**config.mk**
```make
export PLATFORM = sky130hd
export DESIGN_NAME = hamming_rx_ctrl
export DESIGN_NICKNAME = d
export VERILOG_FILES = /design/src/rtl/hamming_pkg.sv /design/src/rtl/sipo_shift_reg.sv /design/src/rtl/hamming_rx_ctrl.sv
export SDC_FILE = /design/constraint.sdc
export NUM_CORES = 1
export LEC_CHECK = 0
export ABC_AREA = 1
export CAP_MARGIN = 5
export CORE_MARGIN = 3
export CORE_UTILIZATION = 53
export DETAILED_ROUTE_END_ITERATION = 10
export PLACE_DENSITY = 0.82
export SLEW_MARGIN = 10
export SYNTH_ARGS = -nofsm -noshare
export SYNTH_HDL_FRONTEND = slang
export SYNTH_SLANG_ARGS = --single-unit
```
**constraint.sdc**
```tcl
create_clock -name clk -period 2.48 [get_ports clk]
set_clock_uncertainty 0.1 [all_clocks]
set_input_delay 0.372 -clock clk [delete_from_list [all_inputs] [get_ports clk]]
set_output_delay 0.372 -clock clk [all_outputs]
set_load 0.1 [all_outputs]
```
**src/rtl/hamming_pkg.sv**
```systemverilog
// Shared definitions for the Hamming(7,4) receive path: codeword sizing
// and the receive sequencer state encoding.
package hamming_pkg;

  localparam int CW_BITS_DEFAULT = 7;
  localparam int DATA_BITS       = 4;

  typedef enum logic [1:0] {
    IDLE  = 2'd0,
    SHIFT = 2'd1,
    HOLD  = 2'd2
  } rx_state_t;

endpackage

```
**src/rtl/sipo_shift_reg.sv**
```systemverilog
// Indexed serial-in/parallel-out capture register. A bit lands at an explicit
// position, so the sequencer decides ordering and no shifting ever occurs.
module sipo_shift_reg #(
  parameter int WIDTH = 7,
  parameter int IDX_W = (WIDTH > 1) ? $clog2(WIDTH) : 1
) (
  input  logic             clk,
  input  logic             reset,
  input  logic             clr,
  input  logic             wr_en,
  input  logic [IDX_W-1:0] idx,
  input  logic             din,
  output logic [WIDTH-1:0] q
);

  // Clear takes priority so a new frame never inherits bits from the last one.
  always_ff @(posedge clk or posedge reset) begin
    if (reset) begin
      q <= '0;
    end else if (clr) begin
      q <= '0;
    end else if (wr_en) begin
      q[idx] <= din;
    end
  end

endmodule

```
**src/rtl/hamming_rx_ctrl.sv**
```systemverilog
// Receive sequencer: frames CW_BITS serial bits after a start pulse, holds the
// assembled codeword for a valid/ready handshake and flags framing overruns.
module hamming_rx_ctrl
  import hamming_pkg::*;
#(
  parameter int CW_BITS = CW_BITS_DEFAULT
) (
  input  logic               clk,
  input  logic               reset,
  input  logic               start,
  input  logic               data_in,
  input  logic               out_ready,
  input  logic               clr_err,
  output logic               busy,
  output logic               code_valid,
  output logic [CW_BITS-1:0] code_out,
  output logic               overrun
);

  localparam int CNT_W = $clog2(CW_BITS);
  localparam logic [CNT_W-1:0] LAST_IDX = CNT_W'(CW_BITS - 1);

  rx_state_t        state;
  logic [CNT_W-1:0] cnt;
  logic             handshake;
  logic             violation;
  logic             cap_clr;
  logic             cap_wr;

  // A start is only legal from IDLE or when it coincides with the handshake;
  // anything else is a framing violation and is otherwise ignored.
  always_comb begin
    handshake = 1'b0;
    violation = 1'b0;
    cap_clr   = 1'b0;
    cap_wr    = 1'b0;
    case (state)
      IDLE: begin
        cap_clr = start;
      end
      SHIFT: begin
        cap_wr    = 1'b1;
        violation = start;
      end
      HOLD: begin
        handshake = out_ready;
        cap_clr   = out_ready & start;
        violation = start & ~out_ready;
      end
      default: begin
        cap_clr = 1'b0;
      end
    endcase
  end

  always_ff @(posedge clk or posedge reset) begin
    if (reset) begin
      state <= IDLE;
      cnt   <= '0;
    end else begin
      case (state)
        IDLE: begin
          if (start) begin
            state <= SHIFT;
            cnt   <= '0;
          end
        end
        SHIFT: begin
          if (cnt == LAST_IDX) begin
            state <= HOLD;
            cnt   <= '0;
          end else begin
            cnt <= cnt + 1'b1;
          end
        end
        HOLD: begin
          if (handshake) begin
            state <= start ? SHIFT : IDLE;
            cnt   <= '0;
          end
        end
        default: begin
          state <= IDLE;
          cnt   <= '0;
        end
      endcase
    end
  end

  // A fresh violation outranks a simultaneous clear so no error is lost.
  always_ff @(posedge clk or posedge reset) begin
    if (reset) begin
      overrun <= 1'b0;
    end else if (violation) begin
      overrun <= 1'b1;
    end else if (clr_err) begin
      overrun <= 1'b0;
    end
  end

  sipo_shift_reg #(
    .WIDTH (CW_BITS),
    .IDX_W (CNT_W)
  ) u_capture (
    .clk   (clk),
    .reset (reset),
    .clr   (cap_clr),
    .wr_en (cap_wr),
    .idx   (cnt),
    .din   (data_in),
    .q     (code_out)
  );

  assign busy       = (state != IDLE);
  assign code_valid = (state == HOLD);

endmodule

```
==> impl_metrics.yaml, run 1 <==
setup_path:
  worst-path-max-fanout: 5
  crit_type: "flip-flop to primary output"
  critical_path.cell_chain: "inv_1 > ha_1 > inv_1 > buf_4"
  critPathMostFrequentCell: "inv_1"
  cp_top_family: "buffers and inverters"
  cp.arrival_ns: 1.45
  crit_path_start_kind: "flip-flop"
  slowest_delay_ns: 0.44
  cp_num_buf_inv: 3
  slowest_stage: "dfrtp_1"
  crit_path_end_kind: "primary output"
  worstPathRequired_ns: 2.01
yosys:
  synth_edf_count: 0
  synthesis.nets: 115
  avgSynthCellArea_um2: 7.945
  ys_types: 20
  post_synth_main_area_contributors: "dfrtp_1 (40%), nand2_1 (10%), ha_1 (9.2%), inv_1 (7.8%), nand4_1 (4.6%)"
  synth_top_area_share_pct: 39.76
  synth_ff_type: "dfrtp_1"
  synth_area_um2: 818.3
  synth_top_area_cell: "dfrtp_1"
  seq_area_frac_synth_pct: 39.76
  synth_most_common_cell: "nand2_1"
  synth_warnings: 0
  synth_top_cells_by_count: "nand2_1 (22), inv_1 (17), dfrtp_1 (13), nor2_1 (8)"
  ys_ff_latch: 13
  synthArstFlopShare_pct: 100.0
  synthCells: 103
clock_network:
  ctsRootBufferMaster: "clkbuf_4"
  cts.path.max_buffers: 2
  cts_setup_buffers: 0
  clock_latency_ns: 0.28
  clock-sinks: 13
  h-tree-depth: 1
  hold_buffers: 0
  cts_buffers: 3
  clk_pin_slew_ns: 0.09
  tritoncts: "built"
  ctsResizeCount: 0
cells_and_area:
  layout-drive-gt1-share_pct: 21.49
  seqCellArea_um2: 325.3
  antennaDiodeCount: 0
  multi_input_area_um2: 400.4
  n_fill_cell: 122
  syn2layout_area_growth_pct: 19.88
  nNetsFinal: 134
  design_area_um2: 980.9
place:
  postPlaceCellArea_um2: 954.7
  io_buffers: 15
  gp_congestion: 0.8203
  dp_hpwl_mm: 1.244
sta:
  hold_violations: 0
  fin_setup_tns_ns: 0
  rsz0062_at_grt: "false"
  relSlewSlack_pct: 66.62
  post-route-min-period_ns: 1.918
  worstMarginPinSlew_ns: 0.5002
  setup_viol: 0
  fmax_ghz: 0.5214
  whs_ns: 0.3029
  period_share_pct: 77.33
  maxSlewViolCount: 0
global_routing:
  grt_pass1_wl_mm: 2.739
  globalRouteOverflowTotal: 0
  antenna_found_initial: 0
  track_usage_pct: 18.71
  grt_max_degree: 14
  first_global_vias: 649
detailed_routing:
  dr_total_vias: 703
  drt-pass1-iter-count: 4
  vias_per_cell: 5.169
  drc: 0
  final_antenna_net_count: 0
  drt_wl_total_mm: 1.664
  dr.first_iter.drc_count: 13
  wl_per_cell_um: 12.24
floorplan:
  start_util_pct: 59.89
  die_w_um: 45.29
  die_area_um2: 2051
  core_um2: 1366
  dieHeight_um: 45.29
  pin_count: 16
  fp-row-count: 13
power:
  p_leak_nw: 0.5537
  vdd_drop_max_mv: 1.035
  pwr_density_cell_nw_per_um2: 1315
run:
  drv_cap: 0
hold_path:
  min_path_type: "input pin to async pin"
outcome:
  outcome: "finished clean"
[report_power, final]
| group | leakage, nW | switching, mW | total, mW | internal (mW) |
|---|---|---|---|---|
| clock | 0.0150 | 0.0752 | 0.138 | 0.0624 |
| combinational | 0.364 | 0.624 | 0.828 | 0.204 |
| sequential | 0.175 | 0.0545 | 0.324 | 0.270 |
[logic make-up after synthesis]
kind of cell / after synthesis / share of synthesized area [%]
adder cells (fa/ha/maj): 6 / 9.174
flip-flops: 13 / 39.76
buffers and inverters: 23 / 11.32
AND/OR/NAND/NOR: 48 / 28.90
AO/OA/AOI/OAI: 13 / 10.86
[registers in the layout (all words and copies together) (netlist names)]
signal       count
state            2
overrun          1
u_capture.q      7
cnt              3
[cell usage in the layout (no fill, tap or decap), types with 2 or more instances in the layout]
master / synthesis / final
buf_4: 1 / 10
clkbuf_4: 0 / 3
clkdlybuf4s50_1: 0 / 5
dfrtp_1: 13 / 13
ha_1: 6 / 6
inv_1: 17 / 17
inv_2: 4 / 4
nand2_1: 22 / 22
nand2_2: 2 / 2
nand3_1: 5 / 5
nand3_2: 2 / 2
nand4_1: 6 / 6
nor2_1: 8 / 8
nor2_4: 2 / 2
o211ai_1: 3 / 3
o21ai_0: 5 / 5
o21ai_1: 2 / 2
[through the flow]
stage          instances  utilization (%)  worst slack, ns  power [mW]
5_1_grt              136            71.79           0.5120       1.369
3_3_place_gp         132            69.87           0.9018       1.135
4_1_cts              136            71.79           0.5869       1.292
2_1_floorplan        103                -           0.4261      0.9936
6_report             136            71.79           0.5622       1.290
3_5_place_dp         132            69.87           0.8435       1.152
[area by class of cell]
type,instances,share of cell area (%)
Tap cell,15,1.913
Sequential cell,13,33.16
Clock buffer,4,2.679
Timing Repair Buffer,15,12.76
Inverter,22,8.673
Multi-Input combinational cell,67,40.82
[final timing paths]
check | from | endpoint | slack, ns | cells past startpoint
worst max-delay path | state[0]$_DFFE_PP0P_ | busy | 0.56 | 4
worst min-delay path | reset | overrun$_DFFE_PP0P_ | 0.30 | 2
worst max register to register | state[1]$_DFFE_PP0P_ | u_capture.q[2]$_DFFE_PP0P_ | 0.91 | 5
worst min register to register | u_capture.q[2]$_DFFE_PP0P_ | u_capture.q[2]$_DFFE_PP0P_ | 0.43 | 2
max in group asynchronous | reset | u_capture.q[0]$_DFFE_PP0P_ | 1.64 | 2
min in group clk | u_capture.q[2]$_DFFE_PP0P_ | u_capture.q[2]$_DFFE_PP0P_ | 0.43 | 2
[per-layer routing]
layer,vias up,global-route usage [%],routed length (um)
met4,0,8.772,30
li1,362,-,-
met1,322,24.63,774
met2,15,29.66,759
met3,4,3.187,100
met5,-,0,0
Note: power is estimated with default switching activity, not from simulation.
==> run 2: changes to the inputs <==
--- a/config.mk
+++ b/config.mk
@@ -8,9 +8,9 @@
 export ABC_AREA = 1
 export CAP_MARGIN = 5
 export CORE_MARGIN = 3
-export CORE_UTILIZATION = 53
+export CORE_UTILIZATION = 49
 export DETAILED_ROUTE_END_ITERATION = 10
-export PLACE_DENSITY = 0.82
+export PLACE_DENSITY = 0.76
 export SLEW_MARGIN = 10
 export SYNTH_ARGS = -nofsm -noshare
 export SYNTH_HDL_FRONTEND = slang
==> constraint.sdc (replaced) <==
create_clock -name clk -period 1.9 [get_ports clk]
set_clock_uncertainty 0.1 [all_clocks]
set_input_delay 0.285 -clock clk [delete_from_list [all_inputs] [get_ports clk]]
set_output_delay 0.285 -clock clk [all_outputs]
set_load 0.1 [all_outputs]
==> run 2 against run 1 <==
Effect of this change: total power up 38%; critical path type unchanged; routed wire length up 0.54%; first-iteration DRC count down 38%.
==> impl_metrics.yaml, run 2 (synthesized netlist as in run 1, its figures left out) <==
setup_path:
  crit_type: "flip-flop to primary output"
  crit_path_end_kind: "primary output"
  critical_path.cell_chain: "inv_1 > ha_1 > inv_1 > buf_12"
  cp_num_buf_inv: 3
  crit_path_start_kind: "flip-flop"
  slowest_stage: "dfrtp_1"
  r2r-start: "state[1]$_DFFE_PP0P_"
  worstPathRequired_ns: 1.51
  critPathMostFrequentCell: "inv_1"
  worst-path-max-fanout: 5
  rr_endpoint: "u_capture.q[3]$_DFFE_PP0P_"
  cp.arrival_ns: 1.37
  cp_top_family: "flip-flops"
  reg2reg_setup_slack_ns: 0.32
  ff2ff_path_depth: 5
  slowest_delay_ns: 0.43
cells_and_area:
  largest_register_ffs: 7
  layout_commonest_cell: "nand2_1"
  final_core_util_pct: 67.94
  nNetsFinal: 134
  syn2layout_area_growth_pct: 27.98
  n_fill_cell: 133
  multi_input_area_um2: 402.9
  final_cell_mix: "nand2_1 (22), inv_1 (17), dfrtp_1 (13)"
  regMostFlops: "u_capture.q"
  largestRegisters: "u_capture.q: 7 flops, cnt: 3 flops, state: 2 flops"
  design_area_um2: 1047
  antennaDiodeCount: 0
  layout-drive-gt1-share_pct: 22.31
  stdcell_count: 137
  seqCellArea_um2: 325.3
global_routing:
  antenna_found_initial: 0
  grt_pass1_wl_mm: 2.829
  first_global_vias: 659
  track_usage_pct: 18.39
  globalRouteOverflowTotal: 0
  grt_max_degree: 14
floorplan:
  pin_count: 16
  start_util_pct: 53.08
  fp-row-count: 14
  dieHeight_um: 46.87
  die_area_um2: 2196
  die_w_um: 46.87
  core_um2: 1541
clock_network:
  cts_buffers: 3
  h-tree-depth: 1
  clock_latency_ns: 0.28
  hold_buffers: 0
  clock-sinks: 13
  ctsResizeCount: 0
  tritoncts: "built"
  clk_pin_slew_ns: 0.08
  ctsRootBufferMaster: "clkbuf_4"
  cts_setup_buffers: 0
  cts.path.max_buffers: 2
sta:
  fmax_ghz: 0.5703
  post-route-min-period_ns: 1.753
  relSlewSlack_pct: 67.25
  hold_violations: 0
  setup_viol: 0
  rsz0062_at_grt: "false"
  period_share_pct: 92.28
  worstMarginPinSlew_ns: 0.4908
  fin_setup_tns_ns: 0
  maxSlewViolCount: 0
detailed_routing:
  final_antenna_net_count: 0
  dr.first_iter.drc_count: 8
  drc: 0
  dr_total_vias: 711
  drt_wl_total_mm: 1.673
  wl_per_cell_um: 12.21
  vias_per_cell: 5.190
  drt-pass1-iter-count: 4
outcome:
  outcome: "finished clean"
power:
  p_leak_nw: 0.5692
  pwr_density_cell_nw_per_um2: 1703
  vdd_drop_max_mv: 1.193
place:
  dpl.cell_count: 133
  dp_hpwl_mm: 1.320
  postPlaceCellArea_um2: 1021
  io_buffers: 15
  gp_congestion: 0.7957
run:
  drv_cap: 0
hold_path:
  min_path_type: "input pin to async pin"
[run 2: cell counts in the layout (fill, tap and decap cells not counted)]
Identical to the previous run, type by type.
[run 2: how the worst max path moves through the flow]
stage | from | end | slack (ns) | cells after the start
6_report | state[0]$_DFFE_PP0P_ | busy | 0.15 | 4
5_1_grt | state[0]$_DFFE_PP0P_ | busy | 0.07 | 4
4_1_cts | state[0]$_DFFE_PP0P_ | busy | 0.13 | 4
3_5_place_dp | state[1]$_DFFE_PP0P_ | u_capture.q[6]$_DFFE_PP0P_ | 0.32 | 5
3_3_place_gp | state[1]$_DFFE_PP0P_ | u_capture.q[3]$_DFFE_PP0P_ | 0.38 | 5
2_1_floorplan | state[0]$_DFFE_PP0P_ | state[0]$_DFFE_PP0P_ | 0.11 | 5
[run 2: worst register-to-register path: cells and delay by family (launching register included)]
| kind | cells | cell delay, ns |
|---|---|---|
| AOI/OAI and AO/OA | 1 | 0.20 |
| adders and majority gates | 1 | 0.37 |
| buffers and inverters | 2 | 0.28 |
| DFF | 1 | 0.43 |
| and+or+nand+nor | 1 | 0.09 |
[run 2: power breakdown]
| part | switching (mW) | internal [mW] |
|---|---|---|
| clock | 0.0922 | 0.0815 |
| sequential | 0.0808 | 0.352 |
| combinational | 0.821 | 0.356 |
| total | 0.994 | 0.789 |
[run 2: through the flow]
| stage | hold slack (ns) | power, mW | worst slack (ns) |
|---|---|---|---|
| after global placement | 0.4088 | 1.596 | 0.3830 |
| final | 0.2173 | 1.783 | 0.1466 |
| after floorplan | 0.06196 | 1.301 | 0.1134 |
| after CTS | 0.2364 | 1.794 | 0.1334 |
| after global routing | 0.2795 | 1.903 | 0.06693 |
| after detailed placement | 0.4299 | 1.617 | 0.3223 |
[run 2: layout make-up]
class,count,share of cell area [%]
Inverter,22,8.124
Timing Repair Buffer,15,17.92
Tap cell,16,1.912
Clock buffer,4,2.509
Multi-Input combinational cell,67,38.47
Sequential cell,13,31.06
[run 2: per-layer routing]
metal | vias to the layer above | routed length [um] | track usage (%)
met5 | - | 0 | 0
met2 | 19 | 772 | 29.81
met1 | 323 | 777 | 23.65
met3 | 6 | 78 | 3.448
met4 | 0 | 45 | 8.287
li1 | 363 | - | -
==> run 3: changes to the inputs <==
==> constraint.sdc (replaced) <==
create_clock -name clk -period 1.9 [get_ports clk]
set_clock_uncertainty 0.1 [all_clocks]
set_input_delay 0.285 -clock clk [delete_from_list [all_inputs] [get_ports clk]]
set_output_delay 0.285 -clock clk [all_outputs]
set_load 0.005 [all_outputs]
==> run 3 against run 2 <==
Effect of this change: first-iteration DRC count increased to 2.6 times the previous value; via count grew 3.4%; register-to-register slack gained 0.03 ns; highest routed layer unchanged.
==> impl_metrics.yaml, run 3 (synthesized netlist as in run 1, its figures left out) <==
outcome:
  outcome: "finished clean"
cells_and_area:
  syn2layout_area_growth_pct: 26.15
  nNetsFinal: 136
  stdcell_count: 139
  design_area_um2: 1032
  final_cell_mix: "nand2_1 (22), inv_1 (15), dfrtp_1 (13), clkdlybuf4s50_1 (13), nor2_1 (8)"
  largest_register_ffs: 7
  layout_commonest_cell: "nand2_1"
  regMostFlops: "u_capture.q"
  antennaDiodeCount: 0
  layout-drive-gt1-share_pct: 17.89
  largestRegisters: "u_capture.q: 7 flops, cnt: 3 flops, state: 2 flops"
  final_core_util_pct: 66.96
setup_path:
  crit_path_start_kind: "flip-flop"
  crit_path_end: "code_valid"
  ff2ff_path_depth: 6
  crit_path_end_kind: "primary output"
  worstPathRequired_ns: 1.51
  worst-path-max-fanout: 4
  reg2reg_setup_slack_ns: 0.35
  rr_endpoint: "overrun$_DFFE_PP0P_"
  crit_type: "flip-flop to primary output"
  crit_start: "state[1]$_DFFE_PP0P_"
  cp.arrival_ns: 1.17
  r2r-start: "state[0]$_DFFE_PP0P_"
floorplan:
  die_area_um2: 2196
  dieHeight_um: 46.87
  fp-row-count: 14
  start_util_pct: 53.08
  pin_count: 16
  die_w_um: 46.87
  core_um2: 1541
global_routing:
  globalRouteOverflowTotal: 0
  grt_pass1_wl_mm: 2.967
  first_global_vias: 672
  track_usage_pct: 19.17
  antenna_found_initial: 0
  grt_max_degree: 14
power:
  p_seq_share_pct: 31.4
  vdd_drop_max_mv: 0.8156
  p_leak_nw: 0.5665
  clkPwrFrac_pct: 13.6
  pwr-share-comb_pct: 55.1
  intPower_mw: 0.7446
  p_sw_share_pct: 42.92
  total_power_mw: 1.305
  pwr_density_cell_nw_per_um2: 1264
  switching_power_mw: 0.5599
sta:
  relSlewSlack_pct: 66.14
  maxSlewViolCount: 0
  fin_setup_tns_ns: 0
  setup_ws_ns: 0.3426
  period_share_pct: 81.97
  rsz0062_at_grt: "false"
  post-route-min-period_ns: 1.557
  whs_ns: 0.2385
  worstMarginPinSlew_ns: 0.5074
  setup_viol: 0
  fmax_ghz: 0.6421
  hold_violations: 0
hold_path:
  min_path_type: "input pin to async pin"
detailed_routing:
  drt-pass1-iter-count: 4
  drt_wl_total_mm: 1.787
  drc: 0
  dr.first_iter.drc_count: 21
  wl_per_cell_um: 12.86
  final_antenna_net_count: 0
  vias_per_cell: 5.288
  dr_total_vias: 735
clock_network:
  ctsRootBufferMaster: "clkbuf_4"
  cts.path.max_buffers: 2
  cts_buffers: 3
  hold_buffers: 0
  clock-sinks: 13
  h-tree-depth: 1
  tritoncts: "built"
  clk_pin_slew_ns: 0.08
  clock_latency_ns: 0.28
place:
  dp_hpwl_mm: 1.283
  gp_congestion: 0.7673
  io_buffers: 15
  place_ws_ns: 0.1792
  postPlaceCellArea_um2: 980.9
  dpl.cell_count: 133
run:
  drv_cap: 0
-- run 3: layout make-up --
cell class                      instances  area (um^2)
Inverter                               22        85.08
Sequential cell                        13        325.3
Fill cell                             125        509.2
Tap cell                               16        20.02
Clock buffer                            4        26.28
Timing Repair Buffer                   17        170.2
Multi-Input combinational cell         67        405.4
-- run 3: timing repair --
item,4_1_cts,5_1_grt
setup endpoints to repair,2,2
buffers inserted,2,0
hold endpoints to repair,0,0
gates resized for setup,1,5
-- run 3: critical path, cell delays in order (launching register included) --
cell            delay (ns)
dfrtp_1               0.41
buf_4                 0.16
ha_2                  0.18
dlymetal6s2s_1        0.15
-- run 3: worst min path at each step --
stage | end | slack [ns] | depth (start not counted)
finish | u_capture.q[4]$_DFFE_PP0P_ | 0.24 | 2
global route | u_capture.q[1]$_DFFE_PP0P_ | 0.28 | 2
CTS | u_capture.q[1]$_DFFE_PP0P_ | 0.26 | 2
detailed placement | u_capture.q[6]$_DFFE_PP0P_ | 0.41 | 2
global placement | u_capture.q[2]$_DFFE_PP0P_ | 0.40 | 2
floorplan | cnt[0]$_DFFE_PP0P_ | 0.06 | 1
-- run 3: metal layers --
metal	wire length [um]	share of wire, %	GRT usage, %	vias to the layer above
li1	-	-	-	371
met1	774	43	24.82	343
met2	907	51	31.98	19
met3	90	5.0	3.448	2
met4	14	0.78	6.630	0
met5	0	0	0	-
-- run 3: power by group through the flow --
stage / registers, mW / clock network [mW] / logic, mW
after floorplan: 0.420 / 0 / 0.442
after global placement: 0.420 / 0 / 0.645
after detailed placement: 0.427 / 0 / 0.669
after CTS: 0.404 / 0.180 / 0.723
after global routing: 0.419 / 0.190 / 0.821
final: 0.409 / 0.177 / 0.719
